[config.mk]
export PLATFORM = sky130hd
export DESIGN_NAME = coms_master
export DESIGN_NICKNAME = d
export VERILOG_FILES = /design/src/rtl/coms_master.sv
export SDC_FILE = /design/constraint.sdc
export NUM_CORES = 1
export LEC_CHECK = 0
export BUFFER_PORTS_ARGS = -buffer_cell sky130_fd_sc_hd__buf_4
export CAP_MARGIN = 0
export CORE_ASPECT_RATIO = 2
export CORE_UTILIZATION = 60
export DETAILED_ROUTE_END_ITERATION = 8
export PLACE_DENSITY = 0.79
export SYNTH_ARGS = -nofsm -noshare
export SYNTH_HDL_FRONTEND = slang
export SYNTH_SLANG_ARGS = --single-unit
[constraint.sdc]
create_clock -name CLK -period 5.97 [get_ports CLK]
set_input_delay 1.194 -clock CLK [delete_from_list [all_inputs] [get_ports CLK]]
set_output_delay 1.194 -clock CLK [all_outputs]
set_load 0.005 [all_outputs]
[src/rtl/coms_master.sv]
// ---------------------------------------------------------------------------
// coms_master
//
// RS485 bus master for motor-controller slaves. It sends a 7-byte status
// request or a 10-byte setpoint frame through an external uart_tx, and for a
// status request it hunts for the 4-byte status magic in the uart_rx stream.
// It then captures the 21-byte remainder of the status frame and, if the
// CRC-16 and the slave ID check out, publishes the decoded fields.
//
// Ports
//   CLK, reset_n            clock; synchronous active-low reset
//   cmd_poll, cmd_setpoint  command pulses, accepted only while idle
//   target_id, setpoint_cmd slave ID and setpoint, latched on acceptance
//   busy                    high whenever a transaction is in progress
//   tx_byte/tx_start        byte and start pulse to uart_tx
//   tx_done                 byte-finished pulse from uart_tx
//   driver_enable           RS485 driver enable, high while transmitting
//   rx_byte/rx_valid        received byte and strobe from uart_rx
//   status_id .. current    fields of the last good status frame
//   status_valid            pulse: good status frame captured
//   setpoint_sent           pulse: setpoint frame fully transmitted
//   crc_error               pulse: status frame failed CRC
//   timeout                 pulse: no good status frame in TIMEOUT_CYCLES
// ---------------------------------------------------------------------------
module coms_master #(
    parameter int unsigned TIMEOUT_CYCLES = 500000
) (
    input  logic               CLK,
    input  logic               reset_n,
    input  logic               cmd_poll,
    input  logic               cmd_setpoint,
    input  logic [7:0]         target_id,
    input  logic signed [23:0] setpoint_cmd,
    output logic               busy,
    output logic [7:0]         tx_byte,
    output logic               tx_start,
    input  logic               tx_done,
    output logic               driver_enable,
    input  logic [7:0]         rx_byte,
    input  logic               rx_valid,
    output logic [7:0]         status_id,
    output logic [7:0]         control_mode,
    output logic signed [23:0] encoder0_position,
    output logic signed [23:0] encoder1_position,
    output logic signed [23:0] setpoint_rx,
    output logic signed [23:0] duty,
    output logic signed [23:0] displacement,
    output logic signed [12:0] current,
    output logic               status_valid,
    output logic               setpoint_sent,
    output logic               crc_error,
    output logic               timeout
);

    // Counter holds 0 .. TIMEOUT_CYCLES-1.
    localparam int unsigned    CntW    = (TIMEOUT_CYCLES > 2) ? $clog2(TIMEOUT_CYCLES) : 1;
    localparam logic [CntW-1:0] CntLast = CntW'(TIMEOUT_CYCLES - 1);

    localparam logic [4:0]  ReqLast    = 5'd6;   // index of last request byte
    localparam logic [4:0]  SpLast     = 5'd9;   // index of last setpoint byte
    localparam logic [4:0]  RxCrcFirst = 5'd19;  // first CRC byte of the captured 21
    localparam logic [4:0]  RxLast     = 5'd20;
    localparam logic [31:0] StatusMagic = 32'h1CEB_00DA;

    typedef enum logic [2:0] {
        StIdle,
        StSendReq,
        StSendSp,
        StWaitMagic,
        StRecvStatus,
        StCheckCrc
    } state_t;

    state_t           state_q;
    logic [7:0]       id_q;
    logic [23:0]      sp_q;
    logic [15:0]      tx_crc_q;
    logic [4:0]       idx_q;
    logic [31:0]      magic_q;
    logic [167:0]     buf_q;      // frame bytes 4..24, first received at the top
    logic [15:0]      rx_crc_q;
    logic [CntW-1:0]  cnt_q;

    // CRC-16, poly 0x8005, MSB first, one byte per call.
    function automatic logic [15:0] crc16_update(input logic [15:0] crc_in,
                                                 input logic [7:0]  data);
        logic [15:0] crc;
        crc = crc_in;
        for (int i = 7; i >= 0; i--) begin
            if (crc[15] ^ data[i]) crc = {crc[14:0], 1'b0} ^ 16'h8005;
            else                   crc = {crc[14:0], 1'b0};
        end
        return crc;
    endfunction

    function automatic logic [7:0] req_byte(input logic [4:0]  i,
                                            input logic [7:0]  id,
                                            input logic [15:0] crc);
        logic [7:0] b;
        case (i)
            5'd0:    b = 8'h1C;
            5'd1:    b = 8'hE1;
            5'd2:    b = 8'hCE;
            5'd3:    b = 8'hBB;
            5'd4:    b = id;
            5'd5:    b = crc[15:8];
            default: b = crc[7:0];
        endcase
        return b;
    endfunction

    function automatic logic [7:0] sp_byte(input logic [4:0]  i,
                                           input logic [7:0]  id,
                                           input logic [23:0] sp,
                                           input logic [15:0] crc);
        logic [7:0] b;
        case (i)
            5'd4:    b = id;
            5'd5:    b = sp[23:16];
            5'd6:    b = sp[15:8];
            5'd7:    b = sp[7:0];
            5'd8:    b = crc[15:8];
            5'd9:    b = crc[7:0];
            default: b = 8'hD0;
        endcase
        return b;
    endfunction

    // Frame CRCs are computed from the raw inputs so they can be latched
    // together with the command.
    logic [15:0] req_crc;
    logic [15:0] sp_crc;
    logic [4:0]  idx_nxt;
    logic [31:0] magic_shift;
    logic [15:0] rx_crc_nxt;
    logic        timeout_hit;

    always_comb begin
        req_crc     = crc16_update(16'hFFFF, target_id);
        sp_crc      = crc16_update(16'hFFFF, target_id);
        sp_crc      = crc16_update(sp_crc, setpoint_cmd[23:16]);
        sp_crc      = crc16_update(sp_crc, setpoint_cmd[15:8]);
        sp_crc      = crc16_update(sp_crc, setpoint_cmd[7:0]);
        idx_nxt     = idx_q + 5'd1;
        magic_shift = {magic_q[23:0], rx_byte};
        rx_crc_nxt  = crc16_update(rx_crc_q, rx_byte);
        timeout_hit = (cnt_q == CntLast);
    end

    // Captured frame fields.
    logic [7:0]  fr_id;
    logic [7:0]  fr_mode;
    logic [23:0] fr_enc0;
    logic [23:0] fr_enc1;
    logic [23:0] fr_sp;
    logic [23:0] fr_duty;
    logic [23:0] fr_disp;
    logic [12:0] fr_cur;
    logic [15:0] fr_crc;
    logic        unused_hdr;

    assign fr_id   = buf_q[167:160];
    assign fr_mode = buf_q[159:152];
    assign fr_enc0 = buf_q[151:128];
    assign fr_enc1 = buf_q[127:104];
    assign fr_sp   = buf_q[103:80];
    assign fr_duty = buf_q[79:56];
    assign fr_disp = buf_q[55:32];
    assign fr_cur  = buf_q[28:16];
    assign fr_crc  = buf_q[15:0];
    // Upper three bits of the current high byte carry no information.
    assign unused_hdr = ^buf_q[31:29];

    assign busy = (state_q != StIdle);

    always_ff @(posedge CLK) begin
        if (!reset_n) begin
            state_q           <= StIdle;
            id_q              <= '0;
            sp_q              <= '0;
            tx_crc_q          <= '0;
            idx_q             <= '0;
            magic_q           <= '0;
            buf_q             <= '0;
            rx_crc_q          <= '0;
            cnt_q             <= '0;
            tx_byte           <= '0;
            tx_start          <= 1'b0;
            driver_enable     <= 1'b0;
            status_id         <= '0;
            control_mode      <= '0;
            encoder0_position <= '0;
            encoder1_position <= '0;
            setpoint_rx       <= '0;
            duty              <= '0;
            displacement      <= '0;
            current           <= '0;
            status_valid      <= 1'b0;
            setpoint_sent     <= 1'b0;
            crc_error         <= 1'b0;
            timeout           <= 1'b0;
        end else begin
            tx_start      <= 1'b0;
            status_valid  <= 1'b0;
            setpoint_sent <= 1'b0;
            crc_error     <= 1'b0;
            timeout       <= 1'b0;

            unique case (state_q)
                StIdle: begin
                    // Setpoint has priority over a simultaneous poll.
                    if (cmd_setpoint) begin
                        state_q       <= StSendSp;
                        id_q          <= target_id;
                        sp_q          <= setpoint_cmd;
                        tx_crc_q      <= sp_crc;
                        idx_q         <= '0;
                        tx_byte       <= 8'hD0;
                        tx_start      <= 1'b1;
                        driver_enable <= 1'b1;
                    end else if (cmd_poll) begin
                        state_q       <= StSendReq;
                        id_q          <= target_id;
                        tx_crc_q      <= req_crc;
                        idx_q         <= '0;
                        tx_byte       <= 8'h1C;
                        tx_start      <= 1'b1;
                        driver_enable <= 1'b1;
                    end
                end

                StSendReq: begin
                    if (tx_done) begin
                        if (idx_q == ReqLast) begin
                            state_q       <= StWaitMagic;
                            driver_enable <= 1'b0;
                            magic_q       <= '0;
                            cnt_q         <= '0;
                        end else begin
                            idx_q    <= idx_nxt;
                            tx_byte  <= req_byte(idx_nxt, id_q, tx_crc_q);
                            tx_start <= 1'b1;
                        end
                    end
                end

                StSendSp: begin
                    if (tx_done) begin
                        if (idx_q == SpLast) begin
                            state_q       <= StIdle;
                            driver_enable <= 1'b0;
                            setpoint_sent <= 1'b1;
                        end else begin
                            idx_q    <= idx_nxt;
                            tx_byte  <= sp_byte(idx_nxt, id_q, sp_q, tx_crc_q);
                            tx_start <= 1'b1;
                        end
                    end
                end

                StWaitMagic: begin
                    if (timeout_hit) begin
                        state_q <= StIdle;
                        timeout <= 1'b1;
                    end else begin
                        cnt_q <= cnt_q + 1'b1;
                        if (rx_valid) begin
                            magic_q <= magic_shift;
                            if (magic_shift == StatusMagic) begin
                                state_q  <= StRecvStatus;
                                idx_q    <= '0;
                                rx_crc_q <= 16'hFFFF;
                            end
                        end
                    end
                end

                StRecvStatus: begin
                    if (timeout_hit) begin
                        state_q <= StIdle;
                        timeout <= 1'b1;
                    end else begin
                        cnt_q <= cnt_q + 1'b1;
                        if (rx_valid) begin
                            buf_q <= {buf_q[159:0], rx_byte};
                            // The trailing two bytes are the CRC itself.
                            if (idx_q < RxCrcFirst) rx_crc_q <= rx_crc_nxt;
                            if (idx_q == RxLast) state_q <= StCheckCrc;
                            else                 idx_q   <= idx_nxt;
                        end
                    end
                end

                StCheckCrc: begin
                    if (timeout_hit) begin
                        state_q <= StIdle;
                        timeout <= 1'b1;
                    end else begin
                        cnt_q <= cnt_q + 1'b1;
                        if (rx_crc_q != fr_crc) begin
                            state_q   <= StIdle;
                            crc_error <= 1'b1;
                        end else if (fr_id == id_q) begin
                            state_q           <= StIdle;
                            status_valid      <= 1'b1;
                            status_id         <= fr_id;
                            control_mode      <= fr_mode;
                            encoder0_position <= fr_enc0;
                            encoder1_position <= fr_enc1;
                            setpoint_rx       <= fr_sp;
                            duty              <= fr_duty;
                            displacement      <= fr_disp;
                            current           <= fr_cur;
                        end else begin
                            // Another slave answered; keep listening on the
                            // same timeout budget.
                            state_q <= StWaitMagic;
                            magic_q <= '0;
                        end
                    end
                end

                default: begin
                    state_q <= StIdle;
                end
            endcase
        end
    end

endmodule

# Word-level counts from Yosys, hierarchy flattened
# Cells that the tools add are included.
dict set report word_totals {
  regBits 446
  inputBits 46
}
dict set report classes {
  add_sub_neg 2
  n_lt_le_gt_ge 1
  eq_ne 43
  mux 119
  bitwise_logic 82
  reduce_logical 25
}
# operator count
set op_table {}
lappend op_table {{$mux W16} 48}
lappend op_table {{$mux W24} 7}
lappend op_table {{$not A3 Y3} 39}
lappend op_table {{$pmux W8 S6} 2}
lappend op_table {{$pmux W24 S3} 1}
lappend op_table {{$mux W8} 8}
lappend op_table {{$mux W5} 12}
lappend op_table {{$mux W19} 3}
lappend op_table {{$xor A1 B1 Y1} 39}
lappend op_table {{$pmux W19 S2} 1}
lappend op_table {{$mux W3} 12}
lappend op_table {{$ne A2 B2 Y1 const B} 17}
lappend op_table {{$eq A32 B29 Y1 const B} 1}
lappend op_table {{$pmux W16 S2} 1}
lappend op_table {{$eq A5 B3 Y1 const B} 5}
lappend op_table {{$pmux W5 S5} 1}
lappend op_table {{$pmux W8 S3} 1}
lappend op_table {{$add A19 B1 Y19 const B} 1}
lappend op_table {{$eq A19 B19 Y1 const B} 1}
lappend op_table {{$pmux W3 S6} 1}
lappend op_table {{$mux W1} 16}
lappend op_table {{$ne A16 B16 Y1} 1}
lappend op_table {{$eq A5 B4 Y1 const B} 3}
lappend op_table {{$ne A3 B3 Y1 const B} 5}
lappend op_table {{other kinds (27)} 46}

# Depth between registers and ports, before layout
dict set report logic_depth {
  ltp_word 64
  mapped_depth 11
  depth_no_buf 9
}

# Worst setup path before layout
# OpenSTA, ideal clock, no wires.
dict set report synth_path {
  path_type {input-to-reg}
  startpoint {input port target_id[3]}
  endpoint {register tx_crc_q[15]}
  setup_ns 0.116
  t_arrival_ns 3.735
  t_required_ns 5.854
  setup_slack_ns 2.119
  cell_stages 8
  path_cell_list {buf_2 xor2_1 xnor3_1 xnor3_1 xnor3_1 xnor3_1 or4b_1 and4_1}
}
dict set report synth_between {
  elab_chain_len 57
}
# item line
set synth_rtl {}
lappend synth_rtl {{start, declared} 32} ;# input logic [7:0] target_id,
lappend synth_rtl {{$xor A1 B1 Y1 *} 90} ;# if (crc[15] ^ data[i]) crc = {crc[14:0], 1'b0} ^ 16'h8005;
lappend synth_rtl {{$mux W16 *} 90}
lappend synth_rtl {{$xor A1 B1 Y1} 90}
lappend synth_rtl {{$mux W16 *} 90}
lappend synth_rtl {{$xor A1 B1 Y1} 90}
lappend synth_rtl {{$mux W16 *} 90}
lappend synth_rtl {{$xor A1 B1 Y1} 90}
lappend synth_rtl {{$mux W16 *} 90}
lappend synth_rtl {{(+41 left out)} n/a}
lappend synth_rtl {{$mux W16} 90}
lappend synth_rtl {{$xor A1 B1 Y1} 90}
lappend synth_rtl {{$mux W16} 90}
lappend synth_rtl {{$xor A1 B1 Y1} 90}
lappend synth_rtl {{$mux W16} 90}
lappend synth_rtl {{$xor A1 B1 Y1} 90}
lappend synth_rtl {{$mux W16} 90}
lappend synth_rtl {{$mux W16 *} 212} ;# if (cmd_setpoint) begin
lappend synth_rtl {{end signal, assigned} 216} ;# tx_crc_q <= sp_crc;
lappend synth_rtl {{end signal, assigned} 224} ;# tx_crc_q <= req_crc;
lappend synth_rtl {{end, declared} 77} ;# logic [15:0] tx_crc_q;
# Mark *: on every way between the ends. The rest lies on a longest branch, timed or not. The select of a mux whose other input is x is not followed.
# A chain may end at the register's enable or synchronous reset.

# Worst setup path after layout
dict set report layout_path {
  startpoint {register cnt_q[7]}
  endpoint {register buf_q[115]}
}
dict set report layout_between {
  elab_chain_len 3
}
# item line
set layout_rtl {}
lappend layout_rtl {{start, declared} 82} ;# logic [CntW-1:0] cnt_q;
lappend layout_rtl {{start signal, assigned} 266} ;# cnt_q <= cnt_q + 1'b1;
lappend layout_rtl {{start signal, assigned} 283} ;# cnt_q <= cnt_q + 1'b1;
lappend layout_rtl {{start signal, assigned} 299} ;# cnt_q <= cnt_q + 1'b1;
lappend layout_rtl {{$eq A19 B19 Y1} 147} ;# timeout_hit = (cnt_q == CntLast);
lappend layout_rtl {{$not A1 Y1 (no source line)} n/a}
lappend layout_rtl {{$reduce_and A3 Y1 (no source line)} n/a}
lappend layout_rtl {{end signal, assigned} 285} ;# buf_q <= {buf_q[159:0], rx_byte};
lappend layout_rtl {{end, declared} 80} ;# logic [167:0] buf_q;
# Every way passes these cells.

==> summary.txt <==
Cells and area
  – Layout Area Growth over Synthesis: 14.6%
  – Inserted Diodes: 0
  – Area of the multi-input gates: between 0.009 and 0.01 mm²
  – Finished Cell Area: 0.0221 mm²
  – Nets: 2463
  – Post-Layout Cell Count: 2861
  – Fin util: 70.2%
  – Seq. cell area: 0.00893 mm²
  – FILL cells: 2612
  – Share of layout cells above drive strength 1: around 14%

Power and ir drop
  – Worst vdd ir: between 0.2 and 0.3 mV
  – Final Power: 7.21 mW
  – Leakage Power: a little over 8 nW
  – Pwr/cell area: 326 mW/mm²

Placement
  – Place WS: between 1.5 and 2 ns
  – DP Cell Count: 2793
  – Placed Area: 0.0209 mm²
  – IO buf count: 209
  – DP HPWL: 34.8 mm
  – GPL Wtd Cong: 0.933

Timing
  – Least-Margin Pin Slew: 1.03 ns
  – Final max-slew violation count: 0
  – Worst hold slack: approximately 0.46 ns
  – Fmax: 277 MHz
  – Final Skew: 0.0222 ns
  – Crit path time final: 3.60 ns
  – Relative slew slack: 31.2%
  – Setup repair after global routing missed its margin: no
  – Endpoints failing setup: 0
  – Final hold vios: 0
  – Setup WS post-layout: 2.37 ns
  – Total Neg Setup Slack: 0 ns
  – Final Cycle Share: 60.4%

Synthesis
  – Syn_nets: 2363
  – Top FF cell, synth: dfxtp_1
  – Most numerous cell in the Yosys netlist: nand2_1
  – Synth warn: 0
  – Syn_area_per_cell: 8.36 µm²
  – Synth top area share: 46.2%
  – Post-Syn Instances: roughly 2300
  – Synth top area cells: dfxtp_1 46%, nand2_1 15%, a21boi_0 14%, xnor2_1 3.3%, xor2_1 2.4%
  – Post-Syn Area: 0.0193 mm²
  – Post-synth EDFFs: 0
  – Synth top cells by count: 796 x nand2_1, 446 x dfxtp_1, 360 x a21boi_0
  – Synth cell types: just over 70
  – Flops & latches, synth: ~450
  – Area leader, netlist: dfxtp_1
  – Sequential area share after synthesis: between 40% and 50%
  – Post-synth ARST share: 0%

Outcome
  – Status: finished clean

Critical path
  – CP required: 6.43 ns
  – Crit Path Category: reg2reg
  – Crit-path max cell delay: roughly 0.73 ns
  – WP data arrival: 4.07 ns
  – CP top delay family: simple AND/OR/NAND/NOR gates
  – Worst Setup End Kind: register
  – CP bufs+invs: 1
  – CP cell instances: or4b_1, or4b_4, or3_1, nand3_4, buf_12, nand2_1, a21boi_0
  – CP Max Fanout: 91
  – Worst setup SP type: register
  – Critical path's slowest cell: nand3_4

Die
  – Die Height: 256 µm
  – Initial Util: 61.2%
  – Ports: 210
  – Die Wd: 129 µm
  – Core ar.: 0.0315 mm²
  – Die area: 0.0330 mm²
  – Cell Rows: ~90

Min path
  – Worst hold path type: reg2reg

Global routing
  – Antenna violations before repair: 0
  – Vias in the first global route: 15553
  – Largest net degree at the start of global routing: around 280
  – First-pass GRT wire length: approximately 82 mm
  – Remaining global-route overflow: 0
  – Gr usage total: 31.8%

Routing
  – DR pass1 iterations: 5
  – Post-DR wirelength/cell: 18.2 µm
  – Final ANT Viol Nets: 0
  – DRT iter0 DRCs: 1015
  – Met1 Routed Length: 18.6 mm
  – Highest routed layer: met4
  – Detailed Route WL: slightly above 50 mm
  – Met3 wire length: 2.32 mm
  – Via density: 5.60
  – DRC violations left: 0
  – Met2 Routed Length: 27.3 mm
  – DR vias: 16032

Clocking
  – Clock Path Buffers: 3
  – Post-CTS Setup Repair Bufs: 0
  – Sink Count: 446
  – Total CTS buffers: 39
  – Hold buffers post-CTS: 0
  – H-tree depth: 2
  – # resized after CTS: 0
  – Clk Latency, worst-skew pair: 0.55 ns
  – CTS tree: built
  – CTS root buf: clkbuf_16
  – CTS clk-pin slew, worst paths: about 0.070 ns

Job
  – Max cap viols: 0
-- tightest hold or removal path: cells and delay by family, from the launching register on --
family | cells | cell delay (ns)
compound gates | 1 | 0.04
flops | 1 | 0.31
simple gates | 1 | 0.07
-- layout make-up --
class,instances,area share [%]
multi-input combinational,1686,43.5
sequential,446,40.3
timing repair buffer,226,7.87
clock buffer,56,5.20
tap,423,2.39
clock inverter,12,0.480
inverter,12,0.203
-- placed cells by master, fill, tap and decap left out, drive strengths merged, types with 8 or more instances in the layout --
master / instances
or2: 26
o22ai: 13
buf: 226
nand4: 13
a21oi: 25
xor2: 52
nor3: 10
nand2: 796
a31oi: 13
clkbuf: 56
and3: 8
inv: 12
o21ai: 34
a22oi: 9
a22o: 8
xnor2: 72
dfxtp: 446
nor2b: 8
o211a: 13
nand3: 25
clkinv: 10
and4: 8
or3: 12
nor2: 51
a21boi: 382
-- worst paths after layout --
check,end,startpoint,slack [ns],cells past startpoint
max,buf_q[115],cnt_q[7],2.37,7
min,magic_q[22],magic_q[22],0.46,2
max reg2reg,buf_q[115],cnt_q[7],2.37,7
min reg2reg,magic_q[22],magic_q[22],0.46,2
-- logic make-up after synthesis --
kind of cell | Yosys count | synth area share (%)
AO/OA/AOI/OAI | 558 | 21.8
buffers and inverters | 179 | 3.96
XOR/XNOR | 130 | 6.32
adder cells (fa/ha/maj) | 6 | 0.389
flip-flops | 446 | 46.2
multiplexers | 2 | 0.104
AND/OR/NAND/NOR | 990 | 21.2
-- where the power goes --
group	switching (mW)	total, mW	internal (mW)
logic	0.834	1.41	0.579
registers	0.172	3.29	3.12
clock network	1.12	2.51	1.39
total	2.13	7.21	5.09
-- flip-flops by register name, indices dropped and copies added, names as in the netlist, 3 cells and up --
| name | count |
|---|---|
| cnt_q | 19 |
| control_mode | 8 |
| setpoint_rx | 24 |
| encoder0_position | 24 |
| state_q | 3 |
| current | 13 |
| tx_crc_q | 16 |
| duty | 24 |
| displacement | 24 |
| tx_byte | 8 |
| encoder1_position | 24 |
| sp_q | 24 |
| rx_crc_q | 16 |
| status_id | 8 |
| id_q | 8 |
| magic_q | 24 |
| idx_q | 5 |
| buf_q | 168 |
-- metal layers --
metal | GRT usage [%] | vias up
met1 | 32.1 | 7576
met5 | 0 | -
met2 | 58.1 | 405
li1 | - | 7883
met3 | 5.73 | 168
met4 | 21.3 | 0
(Power assumes the default switching activity.)
